### config.mk
export PLATFORM = sky130hd
export DESIGN_NAME = stopwatch_counter
export DESIGN_NICKNAME = d
export VERILOG_FILES = /design/src/rtl/stopwatch_pkg.sv /design/src/rtl/bcd_digit.sv /design/src/rtl/stopwatch_counter.sv
export SDC_FILE = /design/constraint.sdc
export NUM_CORES = 1
export LEC_CHECK = 0
export BUFFER_PORTS_ARGS = -buffer_cell sky130_fd_sc_hd__buf_2
export CAP_MARGIN = 0
export CORE_ASPECT_RATIO = 0.9
export CORE_MARGIN = 3
export CORE_UTILIZATION = 50
export CTS_BUF_LIST = sky130_fd_sc_hd__clkbuf_8 sky130_fd_sc_hd__clkbuf_16
export CTS_CLUSTER_SIZE = 10
export DETAILED_ROUTE_END_ITERATION = 7
export PLACE_DENSITY = 0.77
export REMOVE_ABC_BUFFERS = 1
export SYNTH_ARGS = -nofsm -noshare
export SYNTH_HDL_FRONTEND = slang
export SYNTH_SLANG_ARGS = --single-unit
### constraint.sdc
create_clock -name clk -period 1.66 [get_ports clk]
set_input_delay 0.249 -clock clk [delete_from_list [all_inputs] [get_ports clk]]
set_output_delay 0.249 -clock clk [all_outputs]
set_load 0.01 [all_outputs]
### src/rtl/stopwatch_pkg.sv
// Shared types and digit limits for the SS.hh BCD stopwatch.
package stopwatch_pkg;

    typedef enum logic [1:0] {IDLE, RUNNING, PAUSED, DONE} sw_state_t;

    typedef logic [3:0] bcd_t;

    localparam bcd_t HUN_MAX      = 4'd9;
    localparam bcd_t SEC_ONES_MAX = 4'd9;
    localparam bcd_t SEC_TENS_MAX = 4'd5;

endpackage

### src/rtl/bcd_digit.sv
// One BCD digit with synchronous clear, increment and a combinational carry-out
// that fires when an increment arrives at MAX.
module bcd_digit
    import stopwatch_pkg::*;
#(
    parameter bcd_t MAX = HUN_MAX
) (
    input  logic clk,
    input  logic reset,
    input  logic clr,
    input  logic inc,
    input  logic wrapEn,
    output bcd_t digit,
    output logic carry
);

    bcd_t r_digit;

    always_ff @(posedge clk) begin
        if (reset || clr) begin
            r_digit <= '0;
        end else if (inc) begin
            if (r_digit == MAX) begin
                if (wrapEn) begin
                    r_digit <= '0;
                end
            end else begin
                r_digit <= r_digit + 4'd1;
            end
        end
    end

    assign digit = r_digit;
    assign carry = inc && (r_digit == MAX);

endmodule

### src/rtl/stopwatch_counter.sv
// SS.hh stopwatch advanced one hundredth per rising edge of tickIn, with a
// start/pause/clear FSM and optional wrap at 59.99.
module stopwatch_counter
    import stopwatch_pkg::*;
#(
    parameter bit WRAP = 1'b1
) (
    input  logic       clk,
    input  logic       reset,
    input  logic       tickIn,
    input  logic       startStop,
    input  logic       clear,
    output logic [3:0] secTens,
    output logic [3:0] secOnes,
    output logic [3:0] hunTens,
    output logic [3:0] hunOnes,
    output logic       running,
    output logic       done,
    output logic       rollover
);

    sw_state_t r_state;
    logic      r_tickPrev;
    logic      r_ssPrev;
    logic      r_running;
    logic      r_done;
    logic      r_rollover;

    logic w_tickEdge;
    logic w_ssEdge;
    logic w_atMax;
    logic w_inc;
    logic w_c0, w_c1, w_c2, w_c3;
    bcd_t w_hunOnes, w_hunTens, w_secOnes, w_secTens;

    assign w_tickEdge = tickIn & ~r_tickPrev;
    assign w_ssEdge   = startStop & ~r_ssPrev;
    assign w_atMax    = (w_secTens == SEC_TENS_MAX) && (w_secOnes == SEC_ONES_MAX) &&
                        (w_hunTens == HUN_MAX) && (w_hunOnes == HUN_MAX);

    // In saturating mode the tick at 59.99 must not reach the lower digits,
    // otherwise they would roll to zero while secTens holds.
    assign w_inc = (r_state == RUNNING) && w_tickEdge && !((WRAP == 1'b0) && w_atMax);

    bcd_digit #(.MAX(HUN_MAX)) u_hunOnes (
        .clk(clk), .reset(reset), .clr(clear), .inc(w_inc), .wrapEn(1'b1),
        .digit(w_hunOnes), .carry(w_c0)
    );

    bcd_digit #(.MAX(HUN_MAX)) u_hunTens (
        .clk(clk), .reset(reset), .clr(clear), .inc(w_c0), .wrapEn(1'b1),
        .digit(w_hunTens), .carry(w_c1)
    );

    bcd_digit #(.MAX(SEC_ONES_MAX)) u_secOnes (
        .clk(clk), .reset(reset), .clr(clear), .inc(w_c1), .wrapEn(1'b1),
        .digit(w_secOnes), .carry(w_c2)
    );

    bcd_digit #(.MAX(SEC_TENS_MAX)) u_secTens (
        .clk(clk), .reset(reset), .clr(clear), .inc(w_c2), .wrapEn(WRAP),
        .digit(w_secTens), .carry(w_c3)
    );

    always_ff @(posedge clk) begin
        if (reset) begin
            r_state    <= IDLE;
            r_running  <= 1'b0;
            r_done     <= 1'b0;
            r_rollover <= 1'b0;
            r_tickPrev <= 1'b1;
            r_ssPrev   <= 1'b1;
        end else begin
            r_tickPrev <= tickIn;
            r_ssPrev   <= startStop;
            if (clear) begin
                r_state    <= IDLE;
                r_running  <= 1'b0;
                r_done     <= 1'b0;
                r_rollover <= 1'b0;
            end else begin
                r_rollover <= w_c3;
                case (r_state)
                    IDLE: begin
                        if (w_ssEdge) begin
                            r_state   <= RUNNING;
                            r_running <= 1'b1;
                        end
                    end
                    RUNNING: begin
                        if (w_tickEdge && w_atMax && (WRAP == 1'b0)) begin
                            r_state   <= DONE;
                            r_running <= 1'b0;
                            r_done    <= 1'b1;
                        end else if (w_ssEdge) begin
                            r_state   <= PAUSED;
                            r_running <= 1'b0;
                        end
                    end
                    PAUSED: begin
                        if (w_ssEdge) begin
                            r_state   <= RUNNING;
                            r_running <= 1'b1;
                        end
                    end
                    DONE: begin
                    end
                    default: begin
                        r_state   <= IDLE;
                        r_running <= 1'b0;
                        r_done    <= 1'b0;
                    end
                endcase
            end
        end
    end

    assign secTens  = w_secTens;
    assign secOnes  = w_secOnes;
    assign hunTens  = w_hunTens;
    assign hunOnes  = w_hunOnes;
    assign running  = r_running;
    assign done     = r_done;
    assign rollover = r_rollover;

endmodule

==> flow_metrics.env <==
export IMPL_hold_depth=2
export IMPL_start_kind="flip-flop"
export IMPL_cts_sinks=21
export IMPL_insertedDiodeCount=0
export IMPL_htreeDepth=1
export IMPL_core_area_um2=1804
export IMPL_required_ns=1.85
export IMPL_finalNonFillerCells=175
export IMPL_drt_iter0_drc=23
export IMPL_dpl_cell_count=168
export IMPL_grt_total_usage=0.2056
export IMPL_ctsRootBufferMaster="clkbuf_8"
export IMPL_wl_mm=2.535
export IMPL_r2r_setup_slack_ns=0.07
export IMPL_reg2regPathDepth=4
export IMPL_place_ws_ns=0.02886
export IMPL_yosysWarnings=0
export IMPL_crit_type="flip-flop to flip-flop"
export IMPL_powerDensity_nw_per_um2=662.2
export IMPL_layout_nets=157
export IMPL_whs_ns=0.1845
export IMPL_timing_final_ws_setup_ns=0.06809
export IMPL_critical_path_arrival_ns=1.79
export IMPL_worstSkewPairLatency_ns=0.26
export IMPL_tns_ns=0
export IMPL_dr_pass1_iters=4
export IMPL_syn_inst=115
export IMPL_fillers=151
export IMPL_max_clock_freq_mhz=628.2
export IMPL_total_power_mw=0.8650
export IMPL_start_util=0.5693
export IMPL_place_area_um2=1224
export IMPL_numCtsBuffers=3
export IMPL_syn_area_per_cell_um2=8.932
export IMPL_maxCapViolCount=0
export IMPL_first_global_vias=919
export IMPL_synth_edff_count=0
export IMPL_cp_cell_sequence="nor3b_4 -> nand4_4 -> or4b_1 -> a21oi_1"
export IMPL_ir_worst_vdd_mv=0.8044
export IMPL_antenna_left=0
export IMPL_status="finished, final reports clean"
export IMPL_hold_path_end="r_ssPrev"
export IMPL_die_w_um=53.78
export IMPL_synth_ff_type="dfxtp_1"
export IMPL_vias=1012
export IMPL_ys_types=38
export IMPL_combPwrFrac=0.030
export IMPL_final_core_utilization=0.7240
export IMPL_r2r_start="u_hunOnes.digit[3]"
export IMPL_hp_class="primary input to flip-flop"
export IMPL_finalCriticalPeriod_ns=1.592
export IMPL_finalCritPeriodShare=0.9590
export IMPL_ys_seq_area_frac=0.4093
export IMPL_crit_fanout=6
export IMPL_clockPowerShare=0.383
export IMPL_clk_pin_slew_ns=0.07
export IMPL_grt_overflow=0
export IMPL_dieArea_um2=2635
export IMPL_swShare=0.2120
export IMPL_drive_above_1_share=0.3444
export IMPL_fp_dieH_um=49
export IMPL_holdCritStartpoint="startStop"
export IMPL_async_flop_share=0
export IMPL_rows=14
export IMPL_drc=0
export IMPL_io_pins=24
export IMPL_final_area_um2=1306
export IMPL_wl_per_cell_um=14.49
export IMPL_place_gp_congestion=0.7251
export IMPL_antenna_found_initial=0
export IMPL_clockBufferDepth=2
export IMPL_syn_to_final_growth_pct=27.16
export IMPL_syn_cell_area_um2=1027
export IMPL_hpwl_mm=1.830
export IMPL_setup_viol=0
export IMPL_power_switching_mw=0.1834
export IMPL_final_hold_viol_count=0
export IMPL_grt_pass1_wl_mm=4.008
export IMPL_p_leak_nw=0.5472
export IMPL_report_final_slew_viol_count=0
export IMPL_r2r_end="u_secTens.digit[2]"
export IMPL_internal_power_mw=0.6816
export IMPL_cp_end_kind="flip-flop"
export IMPL_cts_tree="yes"
export IMPL_seq_power_share=0.587
export IMPL_port_buffers=22
export IMPL_grt_max_degree=18
export IMPL_via_per_inst=5.783
export IMPL_ys_ff_latch=21
export IMPL_critPathMaxStageDelay_ns=0.53
export IMPL_slowest_stage="or4b_1"
export IMPL_skew_ns=0.003879
-- cell usage in the layout (no fill, tap or decap), types with 6 or more instances in the layout --
cell / netlist / routed
buf_4: 1 / 15
nor2_1: 11 / 11
dfxtp_1: 21 / 20
nand3_1: 6 / 6
o21ai_0: 6 / 6
nand2_1: 9 / 9
inv_1: 5 / 6
a21oi_1: 9 / 9
buf_2: 0 / 22
-- cell type report --
cell class,count,area (um^2),area share
well taps,24,30.03,0.02299
clock inverters,1,3.754,0.002874
multi-input cells,84,568.0,0.4349
inverters,5,18.77,0.01437
flip-flops and latches,21,421.7,0.3228
clock buffers,3,41.29,0.03161
repair buffers,37,222.7,0.1705
-- synth_stat cells, types with 2 or more instances --
cell	instances	area share
a21oi_1	9	0.044
a31oi_1	2	0.012
and4bb_1	2	0.024
buf_6	2	0.022
clkbuf_1	3	0.011
dfxtp_1	21	0.41
inv_1	5	0.018
mux2i_1	3	0.029
nand2_1	9	0.033
nand3_1	6	0.029
nand3b_1	2	0.015
nand4_1	2	0.012
nor2_1	11	0.040
nor2b_1	2	0.012
o21ai_0	6	0.029
o31ai_1	3	0.022
or2_2	3	0.018
or4_1	3	0.022
xor2_1	2	0.017
-- how the worst max path moves through the flow --
| stage | from | depth (start not counted) | to | slack, ns |
|---|---|---|---|---|
| after floorplan | r_state[0] | 4 | u_secTens.digit[3] | -0.04 |
| after global placement | u_hunOnes.digit[3] | 4 | u_secTens.digit[2] | 0.09 |
| after detailed placement | r_state[1] | 5 | u_secOnes.digit[2] | 0.03 |
| after CTS | u_hunOnes.digit[3] | 4 | u_secTens.digit[2] | 0.008 |
| after global routing | u_hunOnes.digit[3] | 4 | u_secTens.digit[2] | -0.006 |
| final | u_hunOnes.digit[3] | 4 | u_secTens.digit[2] | 0.07 |
-- registers in the layout, indices dropped and copies added (netlist names) --
register,cells
u_hunOnes.digit,4
u_hunTens.digit,4
u_secOnes.digit,4
u_secTens.digit,4
r_state,2
r_ssPrev,1
r_tickPrev,1
rollover,1
-- critical path: cells and delay by family (launching register included) --
family / cells / cell delay [ns]
AO/OA/AOI/OAI: 1 / 0.15
AND/OR/NAND/NOR: 3 / 1.01
flip-flops: 1 / 0.37
-- routing by layer --
layer / track usage / part of all wire / vias up
met4: 0.08936 / 0.022 / 0
met3: 0.06422 / 0.055 / 6
li1: - / - / 493
met2: 0.3306 / 0.51 / 36
met5: 0 / 0 / -
met1: 0.2434 / 0.41 / 477
-- what timing repair did --
action / in CTS / in global routing
endpoints found under the hold margin: 0 / 0
hold buffers: 0 / 0
resized for setup: 0 / 5
buffers inserted: 0 / 2
setup endpoints to repair: 0 / 6
-- power by group through the flow --
stage | logic, mW | registers (mW) | clock network [mW]
2_1_floorplan | 0.0131 | 0.520 | 0
6_report | 0.0256 | 0.508 | 0.332
3_3_place_gp | 0.0243 | 0.519 | 0
5_1_grt | 0.0282 | 0.508 | 0.356
4_1_cts | 0.0256 | 0.508 | 0.334
3_5_place_dp | 0.0255 | 0.520 | 0
-- kinds of logic after synthesis --
| family | share of synthesized area |
|---|---|
| and+or+nand+nor | 0.3216 |
| AOI/OAI and AO/OA | 0.1523 |
| DFF | 0.4093 |
| buffers and inverters | 0.05847 |
| xor gates and xnor gates | 0.02558 |
| muxes | 0.02923 |
| other | 0.003651 |
(Power assumes the default switching activity.)
